$ cat config.mk
export PLATFORM = sky130hd
export DESIGN_NAME = time_set_ctrl_flat
export DESIGN_NICKNAME = d
export VERILOG_FILES = /design/src/rtl/time_set_if.sv /design/src/rtl/time_set_ctrl.sv /design/src/flat_wrapper.sv
export SDC_FILE = /design/constraint.sdc
export NUM_CORES = 1
export LEC_CHECK = 0
export ABC_CLOCK_PERIOD_IN_PS = 3620
export CAP_MARGIN = 0
export CORE_MARGIN = 5
export CORE_UTILIZATION = 52
export DETAILED_ROUTE_END_ITERATION = 6
export GPL_TIMING_DRIVEN = 0
export HOLD_SLACK_MARGIN = 0.15
export PLACE_DENSITY = 0.89
export SLEW_MARGIN = 30
export SYNTH_ARGS = -nofsm -noshare
export SYNTH_HDL_FRONTEND = slang
export SYNTH_SLANG_ARGS = --single-unit
$ cat constraint.sdc
create_clock -name Clk -period 3.62 [get_ports Clk]
set_clock_uncertainty 0.1 [all_clocks]
set_input_delay 0.543 -clock Clk [delete_from_list [all_inputs] [get_ports Clk]]
set_output_delay 0.543 -clock Clk [all_outputs]
set_load 0.01 [all_outputs]
$ cat src/rtl/time_set_if.sv
// time_set_if: bus between the keypad/clock side and the time-setting
// controller.
//   Key_flag, Key_Value  one-cycle key event and its key code
//   Cur_Time_i           running BCD time {Ht,Ho,Mt,Mo,St,So}
//   Set_Time_o, Set_Load_o           time load towards the clock counter
//   Alarm_Time_o, Alarm_En_o         alarm registers
//   Edit_Active_o, Edit_Target_o, Edit_Idx_o, Edit_Buf_o  edit state for display
//   Err_o                one-cycle rejected-key pulse
// master = keypad/clock/display side, slave = controller.
interface time_set_if;
  logic        Key_flag;
  logic [3:0]  Key_Value;
  logic [23:0] Cur_Time_i;
  logic [23:0] Set_Time_o;
  logic        Set_Load_o;
  logic [15:0] Alarm_Time_o;
  logic        Alarm_En_o;
  logic        Edit_Active_o;
  logic        Edit_Target_o;
  logic [2:0]  Edit_Idx_o;
  logic [23:0] Edit_Buf_o;
  logic        Err_o;

  modport master (
    output Key_flag, Key_Value, Cur_Time_i,
    input  Set_Time_o, Set_Load_o, Alarm_Time_o, Alarm_En_o,
           Edit_Active_o, Edit_Target_o, Edit_Idx_o, Edit_Buf_o, Err_o
  );

  modport slave (
    input  Key_flag, Key_Value, Cur_Time_i,
    output Set_Time_o, Set_Load_o, Alarm_Time_o, Alarm_En_o,
           Edit_Active_o, Edit_Target_o, Edit_Idx_o, Edit_Buf_o, Err_o
  );
endinterface

$ cat src/rtl/time_set_ctrl.sv
// time_set_ctrl: keypad-driven time/alarm setting controller.
// Runs a digit-entry edit session with per-digit range checks, loads the
// clock counter on commit, holds the alarm time/enable and exposes the edit
// state for the display. Edit sessions time out after TIMEOUT_S seconds
// without a key.
// Ports:
//   Clk    system clock
//   Rst_n  asynchronous active-low reset
//   bus    time_set_if.slave (key events in, time/alarm/edit state out)
//
// state      | meaning
// IDLE       | no session; SET / ALARM-SET open one, 14 toggles alarm enable
// EDIT_TIME  | editing a 6-digit time in the buffer
// EDIT_ALARM | editing a 4-digit alarm in the buffer
// COMMIT     | one cycle after OK; results were registered on the OK edge
module time_set_ctrl #(
  parameter int unsigned CLK_FREQ  = 27_000_000,
  parameter int unsigned TIMEOUT_S = 10
) (
  input logic       Clk,
  input logic       Rst_n,
  time_set_if.slave bus
);

  localparam int unsigned LIMIT = CLK_FREQ * TIMEOUT_S;
  localparam int CNT_W = (LIMIT > 1) ? $clog2(LIMIT) : 1;
  localparam logic [CNT_W-1:0] CNT_TC = CNT_W'(LIMIT - 1);

  localparam logic [3:0] K_SET    = 4'd11;
  localparam logic [3:0] K_OK     = 4'd12;
  localparam logic [3:0] K_CANCEL = 4'd13;
  localparam logic [3:0] K_BACK   = 4'd14;
  localparam logic [3:0] K_ALARM  = 4'd15;

  typedef enum logic [1:0] {IDLE, EDIT_TIME, EDIT_ALARM, COMMIT} state_t;

  state_t           state;
  logic [CNT_W-1:0] tcnt;
  logic [23:0]      set_time;
  logic             set_load;
  logic [15:0]      alarm_time;
  logic             alarm_en;
  logic             edit_active;
  logic             edit_target;
  logic [2:0]       edit_idx;
  logic [23:0]      edit_buf;
  logic             err;

  logic [2:0]  last_idx;
  logic [3:0]  dmax;
  logic        digit_ok;
  logic [23:0] wr_buf;

  always_comb begin
    last_idx = edit_target ? 3'd3 : 3'd5;
    case (edit_idx)
      3'd0:       dmax = 4'd2;
      3'd1:       dmax = (edit_buf[23:20] == 4'd2) ? 4'd3 : 4'd9;
      3'd2, 3'd4: dmax = 4'd5;
      default:    dmax = 4'd9;
    endcase
    digit_ok = (bus.Key_Value <= dmax);
    wr_buf = edit_buf;
    for (int i = 0; i < 6; i++) begin
      if (edit_idx == 3'(i)) wr_buf[23-4*i -: 4] = bus.Key_Value;
    end
    // Ht = 2 with Ho > 3 would be an illegal hour; keep the buffer legal.
    if (edit_idx == 3'd0 && bus.Key_Value == 4'd2 && edit_buf[19:16] > 4'd3)
      wr_buf[19:16] = 4'd0;
  end

  always_ff @(posedge Clk or negedge Rst_n) begin
    if (!Rst_n) begin
      state       <= IDLE;
      tcnt        <= '0;
      set_time    <= '0;
      set_load    <= 1'b0;
      alarm_time  <= 16'h0700;
      alarm_en    <= 1'b0;
      edit_active <= 1'b0;
      edit_target <= 1'b0;
      edit_idx    <= '0;
      edit_buf    <= '0;
      err         <= 1'b0;
    end else begin
      err      <= 1'b0;
      set_load <= 1'b0;
      case (state)
        IDLE: begin
          tcnt <= '0;
          if (bus.Key_flag) begin
            case (bus.Key_Value)
              K_SET: begin
                edit_buf    <= bus.Cur_Time_i;
                edit_idx    <= '0;
                edit_target <= 1'b0;
                edit_active <= 1'b1;
                state       <= EDIT_TIME;
              end
              K_ALARM: begin
                edit_buf    <= {alarm_time, 8'h00};
                edit_idx    <= '0;
                edit_target <= 1'b1;
                edit_active <= 1'b1;
                state       <= EDIT_ALARM;
              end
              K_BACK:  alarm_en <= ~alarm_en;
              default: ;
            endcase
          end
        end
        EDIT_TIME, EDIT_ALARM: begin
          if (bus.Key_flag) begin
            // A key in the timeout cycle wins: it is processed and the timer restarts.
            tcnt <= '0;
            if (bus.Key_Value <= 4'd9) begin
              if (digit_ok) begin
                edit_buf <= wr_buf;
                if (edit_idx != last_idx) edit_idx <= edit_idx + 3'd1;
              end else begin
                err <= 1'b1;
              end
            end else begin
              case (bus.Key_Value)
                K_SET, K_ALARM: err <= 1'b1;
                K_OK: begin
                  state <= COMMIT;
                  if (!edit_target) begin
                    set_time <= edit_buf;
                    set_load <= 1'b1;
                  end else begin
                    alarm_time <= edit_buf[23:8];
                    alarm_en   <= 1'b1;
                  end
                end
                K_CANCEL: begin
                  state       <= IDLE;
                  edit_active <= 1'b0;
                end
                K_BACK: if (edit_idx != 3'd0) edit_idx <= edit_idx - 3'd1;
                default: ;
              endcase
            end
          end else if (tcnt == CNT_TC) begin
            state       <= IDLE;
            edit_active <= 1'b0;
            tcnt        <= '0;
          end else begin
            tcnt <= tcnt + CNT_W'(1);
          end
        end
        COMMIT: begin
          state       <= IDLE;
          edit_active <= 1'b0;
          tcnt        <= '0;
        end
        default: state <= IDLE;
      endcase
    end
  end

  assign bus.Set_Time_o    = set_time;
  assign bus.Set_Load_o    = set_load;
  assign bus.Alarm_Time_o  = alarm_time;
  assign bus.Alarm_En_o    = alarm_en;
  assign bus.Edit_Active_o = edit_active;
  assign bus.Edit_Target_o = edit_target;
  assign bus.Edit_Idx_o    = edit_idx;
  assign bus.Edit_Buf_o    = edit_buf;
  assign bus.Err_o         = err;

endmodule

$ cat src/flat_wrapper.sv
// flat-port wrapper written by rule: the top's interface ports become plain ports
module time_set_ctrl_flat 
#(
  parameter int unsigned CLK_FREQ  = 27_000_000,
  parameter int unsigned TIMEOUT_S = 10
)
  (Clk, Rst_n, bus_Key_flag, bus_Key_Value, bus_Cur_Time_i, bus_Set_Time_o, bus_Set_Load_o, bus_Alarm_Time_o, bus_Alarm_En_o, bus_Edit_Active_o, bus_Edit_Target_o, bus_Edit_Idx_o, bus_Edit_Buf_o, bus_Err_o);
  time_set_if bus_i ();
  input logic Clk;
  input logic Rst_n;
  input wire logic [$bits(bus_i.Key_flag)-1:0] bus_Key_flag;
  input wire logic [$bits(bus_i.Key_Value)-1:0] bus_Key_Value;
  input wire logic [$bits(bus_i.Cur_Time_i)-1:0] bus_Cur_Time_i;
  output wire logic [$bits(bus_i.Set_Time_o)-1:0] bus_Set_Time_o;
  output wire logic [$bits(bus_i.Set_Load_o)-1:0] bus_Set_Load_o;
  output wire logic [$bits(bus_i.Alarm_Time_o)-1:0] bus_Alarm_Time_o;
  output wire logic [$bits(bus_i.Alarm_En_o)-1:0] bus_Alarm_En_o;
  output wire logic [$bits(bus_i.Edit_Active_o)-1:0] bus_Edit_Active_o;
  output wire logic [$bits(bus_i.Edit_Target_o)-1:0] bus_Edit_Target_o;
  output wire logic [$bits(bus_i.Edit_Idx_o)-1:0] bus_Edit_Idx_o;
  output wire logic [$bits(bus_i.Edit_Buf_o)-1:0] bus_Edit_Buf_o;
  output wire logic [$bits(bus_i.Err_o)-1:0] bus_Err_o;
  assign bus_i.Key_flag = bus_Key_flag;
  assign bus_i.Key_Value = bus_Key_Value;
  assign bus_i.Cur_Time_i = bus_Cur_Time_i;
  assign bus_Set_Time_o = bus_i.Set_Time_o;
  assign bus_Set_Load_o = bus_i.Set_Load_o;
  assign bus_Alarm_Time_o = bus_i.Alarm_Time_o;
  assign bus_Alarm_En_o = bus_i.Alarm_En_o;
  assign bus_Edit_Active_o = bus_i.Edit_Active_o;
  assign bus_Edit_Target_o = bus_i.Edit_Target_o;
  assign bus_Edit_Idx_o = bus_i.Edit_Idx_o;
  assign bus_Edit_Buf_o = bus_i.Edit_Buf_o;
  assign bus_Err_o = bus_i.Err_o;
  time_set_ctrl #(.CLK_FREQ(CLK_FREQ), .TIMEOUT_S(TIMEOUT_S)) u_core (.Clk(Clk), .Rst_n(Rst_n), .bus(bus_i));
endmodule
== Word-level counts from Yosys, hierarchy flattened ==
Index checks and enable logic that the tools add are counted.
Widths: inputs -> output; s select.
Storage, ports and cells
  bits in registers: 103
  input port bits: 31
  output and inout bits: 72
  word-level logic and storage cells: 150
Operators by class
  $add $sub $neg: 3
  $lt $le $gt $ge: 3
  equality and inequality tests: 41
  multiplexer cells: 60
  bitwise gates (word level): 3
  reductions and logical operators: 24
Operator list (number)
  $mux 24: 4
  $pmux 24 s2: 2
  $mux 29: 2
  $pmux 29 s2: 1
  $reduce_and 7->1: 7
  $mux 4: 8
  $add 29x1->29 const B: 1
  $eq 29x29->1 const B: 1
  $mux 3: 9
  $mux 1: 22
  $eq 4x4->1 const B: 5
  $reduce_and 5->1: 4
  $ne 2x1->1 const B: 9
  $pmux 4 s3: 1
  $ne 2x2->1 const B: 5
  $ne 3x1->1 const B: 3
  $ne 3x2->1 const B: 3
  $ne 3x3->1 const B: 3
  $eq 4x2->1 const B: 2
  $mux 2: 4
  $pmux 2 s2: 2
  $reduce_and 8->1: 1
  $reduce_or 2->1: 4
  $eq 3x2->1 const B: 2
  other kinds (22): 29

== Depth between registers and ports, before layout ==
  word-level depth: 8
  gate-level depth with buffers: 11
  gate-level depth less buffers: 11

== Least setup slack after synthesis ==
OpenSTA, ideal clock, no wires.
  kind: reg2reg
  start: register u_core.edit_idx[0] (netlist: u_core.bus.Edit_Idx_o[0])
  end: register u_core.edit_buf[0] (netlist: u_core.bus.Edit_Buf_o[0])
  setup time: 0.125 ns
  arrival time: 2.707 ns
  required time: 3.395 ns
  setup slack: 0.688 ns
  cell stages (with the launch flop): 11
  buffers on the path: 0
  clock period less this slack: 2.932 ns
  path through: dfrtp_1 -> inv_1 -> ha_1 -> nand2_1 -> or3_1 -> ha_1 -> nand4_1 -> nand2_1 -> a21oi_1 -> a211o_1 -> mux2_2
Between the ends
  longest elaborated chain between the ends: 6
  elaborated cells between the ends (all ways): 11
  those cells by class: order compare: 1; eq/ne: 6; mux: 1; reduce/logical: 3
Ends and longest elaborated chain
  start: declaration: line time_set_ctrl.sv:45  | logic [2:0] edit_idx;
  start signal: assignment: line time_set_ctrl.sv:119  | if (edit_idx != last_idx) edit_idx <= edit_idx + 3'd1;
  start signal: assignment: line time_set_ctrl.sv:140  | K_BACK: if (edit_idx != 3'd0) edit_idx <= edit_idx - 3'd1;
  $eq 3x3->1 or $eq 3x2->1 (tied branches): line time_set_ctrl.sv:56  | case (edit_idx)
  $reduce_or 2->1: line time_set_ctrl.sv:56
  $pmux 4 s3: line time_set_ctrl.sv:56
  $le 4x4->1: line time_set_ctrl.sv:62  | digit_ok = (bus.Key_Value <= dmax);
  $ne 2x1->1 (no source line)
  $reduce_and 7->1 (no source line) (*)
  end signal: assignment: line time_set_ctrl.sv:94  | edit_buf <= bus.Cur_Time_i;
  end signal: assignment: line time_set_ctrl.sv:101  | edit_buf <= {alarm_time, 8'h00};
  end signal: assignment: line time_set_ctrl.sv:118  | edit_buf <= wr_buf;
  end: declaration: line time_set_ctrl.sv:46  | logic [23:0] edit_buf;
Mark *: on every way between the ends. The rest lies on a longest branch, timed or not.
A chain may end at the register's enable or synchronous reset.

== Worst setup path in the final report ==
  start: register u_core.edit_buf[20] (netlist: u_core.bus.Edit_Buf_o[20])
  end: register u_core.edit_buf[15] (netlist: u_core.bus.Edit_Buf_o[15])
Between the ends
  longest elaborated chain between the ends: 6
Ends and longest elaborated chain
  $eq 4x2->1: line time_set_ctrl.sv:58  | 3'd1: dmax = (edit_buf[23:20] == 4'd2) ? 4'd3 : 4'd9;
  $mux 4: line time_set_ctrl.sv:58
  $pmux 4 s3: line time_set_ctrl.sv:56
  $le 4x4->1: line time_set_ctrl.sv:62
  $ne 2x1->1 (no source line)
  $reduce_and 7->1 (no source line)
No other way between the ends.

==> run summary <==
Status - complete, no violations
Post-Syn Area - 5251 sq um
Tcrit/Tclk final - 88.00%
Final Routed Wirelength - 14180 microns
GP Congestion - 0.9167
Routed Antenna Nets - 0
FFs w/ async S/R, synth - 100.0%
Final min period - 3186 ps
Root Driver - clkbuf_8
Critical path class - reg2reg
Max Cap Viol - 0
CTS H-tree lvls - 3
# rows - 36
Share of layout cells above drive strength 1 - 16.78%
Final setup viols - 0
Final Power - 0.005158 W
CTS Buf Count - 9
Power Dens Cells - 769.8 nW/um^2
Total GRT Usage - 23.37%
First-pass GRT wire length - 23520 microns
Clk_lat worst skew - 380 ps
Clock transition at the registers of the reported paths - 110 ps
CP Data Arrival Time - 3340 ps
Vias in the first global route - 4575
WHS Path Cells - 1
R2R depth - 9
Syn Area/Cell - 10.61 sq um
Slew @ Worst Pin - 925.3 ps
Hold Path Class - reg2reg
CP Capture Type - register
GRT overflow - 0
RR Startpoint - u_core.bus.Edit_Buf_o[20]
IO buf count - 101
Post-synth top flop - dfrtp_1
Synth unique cells - 53
Req. time, crit path - 3770 ps
Post-Synthesis Cells - 495
CP max FO - 10
Synth warn - 0
# IOs - 103
Drt pass-1 iters - 5
Setup Fix Bufs, Post-CTS - 0
RR Endpoint - u_core.bus.Edit_Buf_o[15]
Most frequent cells in the layout - clkdlybuf4s50_1 (100), dfrtp_1 (100), nand2_1 (63)
Top Family by Delay on Critical Path - compound AO/OA/AOI/OAI gates
Worst VDD drop - 364.9 uV
Finished Layout Cells - 747
Hold EP - u_core.state[0]
Post-synthesis sequential area ratio - 49.15%
Largest net degree at the start of global routing - 57
Final hold violations - 0
Die W - 110.5 microns
Fillers - 720
Core area - 9819 sq um
Number of flops mapped to enable cells by yosys - 0
DP Cell Count - 730
Vias - 4498
Syn nets - 538
CTS sink cnt - 103
Cell breakdown of the critical path - nor4b_1 > a21o_1 > nand2_1 > ha_1 > nor2b_1 > o211ai_1 > a21oi_2 > a211oi_2 > mux2_2
Die H - 110.5 microns
DR iter-0 viols - 294
Hold_sp - u_core.state[0]
Syn-to-layout area delta - 27.59%
Nets - 652
HPWL after DPL - 10490 microns
DRC Markers - 0
Max incr delay on CP - 540 ps
Vias/cell - 6.021
Max-Slew Margin vs Limit - 37.74%
Maximum root-to-sink buffer count - 2
Cts repair resizes - 0
Slowest cell on crit path - nor4b_1
Antenna violations before repair - 0
Yosys reg bits - 103
Hold_buf cts - 1
RSZ-0062 raised after global routing - false
Final Max Slew Viols - 0
CTS tree - done
Buf+Inv Stages, Crit Path - 0
Max Clock Freq - 313.9 MHz
Antenna cells - 0
Die area - 12210 sq um
R2R setup slack - 430 ps
Initial Util - 53.48%
Wirelength per Cell - 18.98 microns
Leakage - 2.896 nW
Startpoint Class - register
-- sequential cells by signal, indices dropped and copies added (netlist names) --
name and count:
u_core.bus.Alarm_En_o 1, u_core.bus.Edit_Target_o 1, u_core.bus.Set_Load_o 1, u_core.bus.Alarm_Time_o 16, u_core.state 2, u_core.bus.Set_Time_o 24
u_core.bus.Err_o 1, u_core.bus.Edit_Buf_o 24, u_core.tcnt 29, u_core.bus.Edit_Active_o 1, u_core.bus.Edit_Idx_o 3
-- worst max path at each step --
| stage | startpoint | endpoint | cells after the start |
|---|---|---|---|
| floorplan | u_core.bus.Edit_Idx_o[0] | u_core.bus.Edit_Buf_o[0] | 10 |
| global placement | Rst_n | u_core.bus.Set_Time_o[9] | 1 |
| detailed placement | bus_Key_Value[0] | u_core.bus.Edit_Buf_o[7] | 9 |
| CTS | u_core.bus.Edit_Buf_o[20] | u_core.bus.Edit_Buf_o[7] | 9 |
| global route | u_core.bus.Edit_Buf_o[20] | u_core.bus.Edit_Buf_o[7] | 9 |
| finish | u_core.bus.Edit_Buf_o[20] | u_core.bus.Edit_Buf_o[15] | 9 |
-- where the power goes --
| group | switching [W] | internal [W] |
|---|---|---|
| Clock | 0.000413 | 0.000414 |
| Sequential | 0.000300 | 0.00150 |
| Combinational | 0.00126 | 0.00126 |
-- metal layers --
metal / vias to the layer above / part of all wire (%) / GRT usage, %
met1: 2207 / 39 / 28.36
met4: 0 / 2.1 / 8.539
met3: 32 / 8.0 / 4.923
li1: 2018 / - / -
met5: - / 0 / 0
met2: 241 / 51 / 40.90
-- worst register-to-register path, delay by kind of cell (launching register included) --
kind / cells / cell delay [ps]
flops: 1 / 450
fa+ha+maj: 1 / 290
simple gates: 3 / 740
compound gates: 4 / 1100
mux: 1 / 390
-- stage by stage --
step                util, %  hold slack, ps  area [sq um]  setup TNS (ps)  setup slack (ps)
floorplan                 -           147.4          5251               0             687.9
global placement      65.47           377.1          6429         -173800             -1725
detailed placement    65.76           389.3          6457               0             151.9
CTS                   68.20           410.4          6696               0             196.9
global route          68.23           424.6          6700               0             269.4
finish                68.23           400.4          6700               0             434.4
-- kinds of logic (layout without fill, tap and decap cells) --
family | Yosys count | in the layout | synth area share, %
fa+ha+maj | 12 | 12 | 2.859
flops | 103 | 103 | 49.15
buf+inv | 35 | 154 | 2.788
xor+xnor | 25 | 25 | 4.170
mux | 65 | 65 | 13.89
simple gates | 183 | 183 | 16.94
compound gates | 72 | 72 | 10.20
-- synth_stat cells (3+ instances only) --
cell,number,area (sq um)
a211o_1,6,52.55
a21oi_1,15,75.07
a22o_1,11,96.34
a31oi_1,11,68.82
and3_1,6,37.54
and4_1,4,35.03
buf_2,9,45.04
clkbuf_1,13,48.80
dfrtp_1,100,2502
dfstp_2,3,78.83
ha_1,12,150.1
inv_1,11,41.29
mux2_2,61,686.9
nand2_1,63,236.5
nand3_1,17,85.08
nand4_1,14,87.58
nor2_1,47,176.4
nor3_1,6,30.03
nor4_1,10,62.56
o211ai_1,3,22.52
o21ai_0,6,30.03
xnor2_1,8,70.07
xor2_1,17,148.9
-- area by class of cell --
type	count	area, sq um	share of cell area [%]
buffer	23	101.3	1.513
clock buffer	10	137.6	2.054
clock inverter	6	91.34	1.363
inverter	12	45.04	0.6723
multi-input combinational	357	2527	37.72
sequential	103	2581	38.52
tap	133	166.4	2.484
timing repair buffer	103	1050	15.67
No activity file was read; power rests on OpenSTA's default activity.
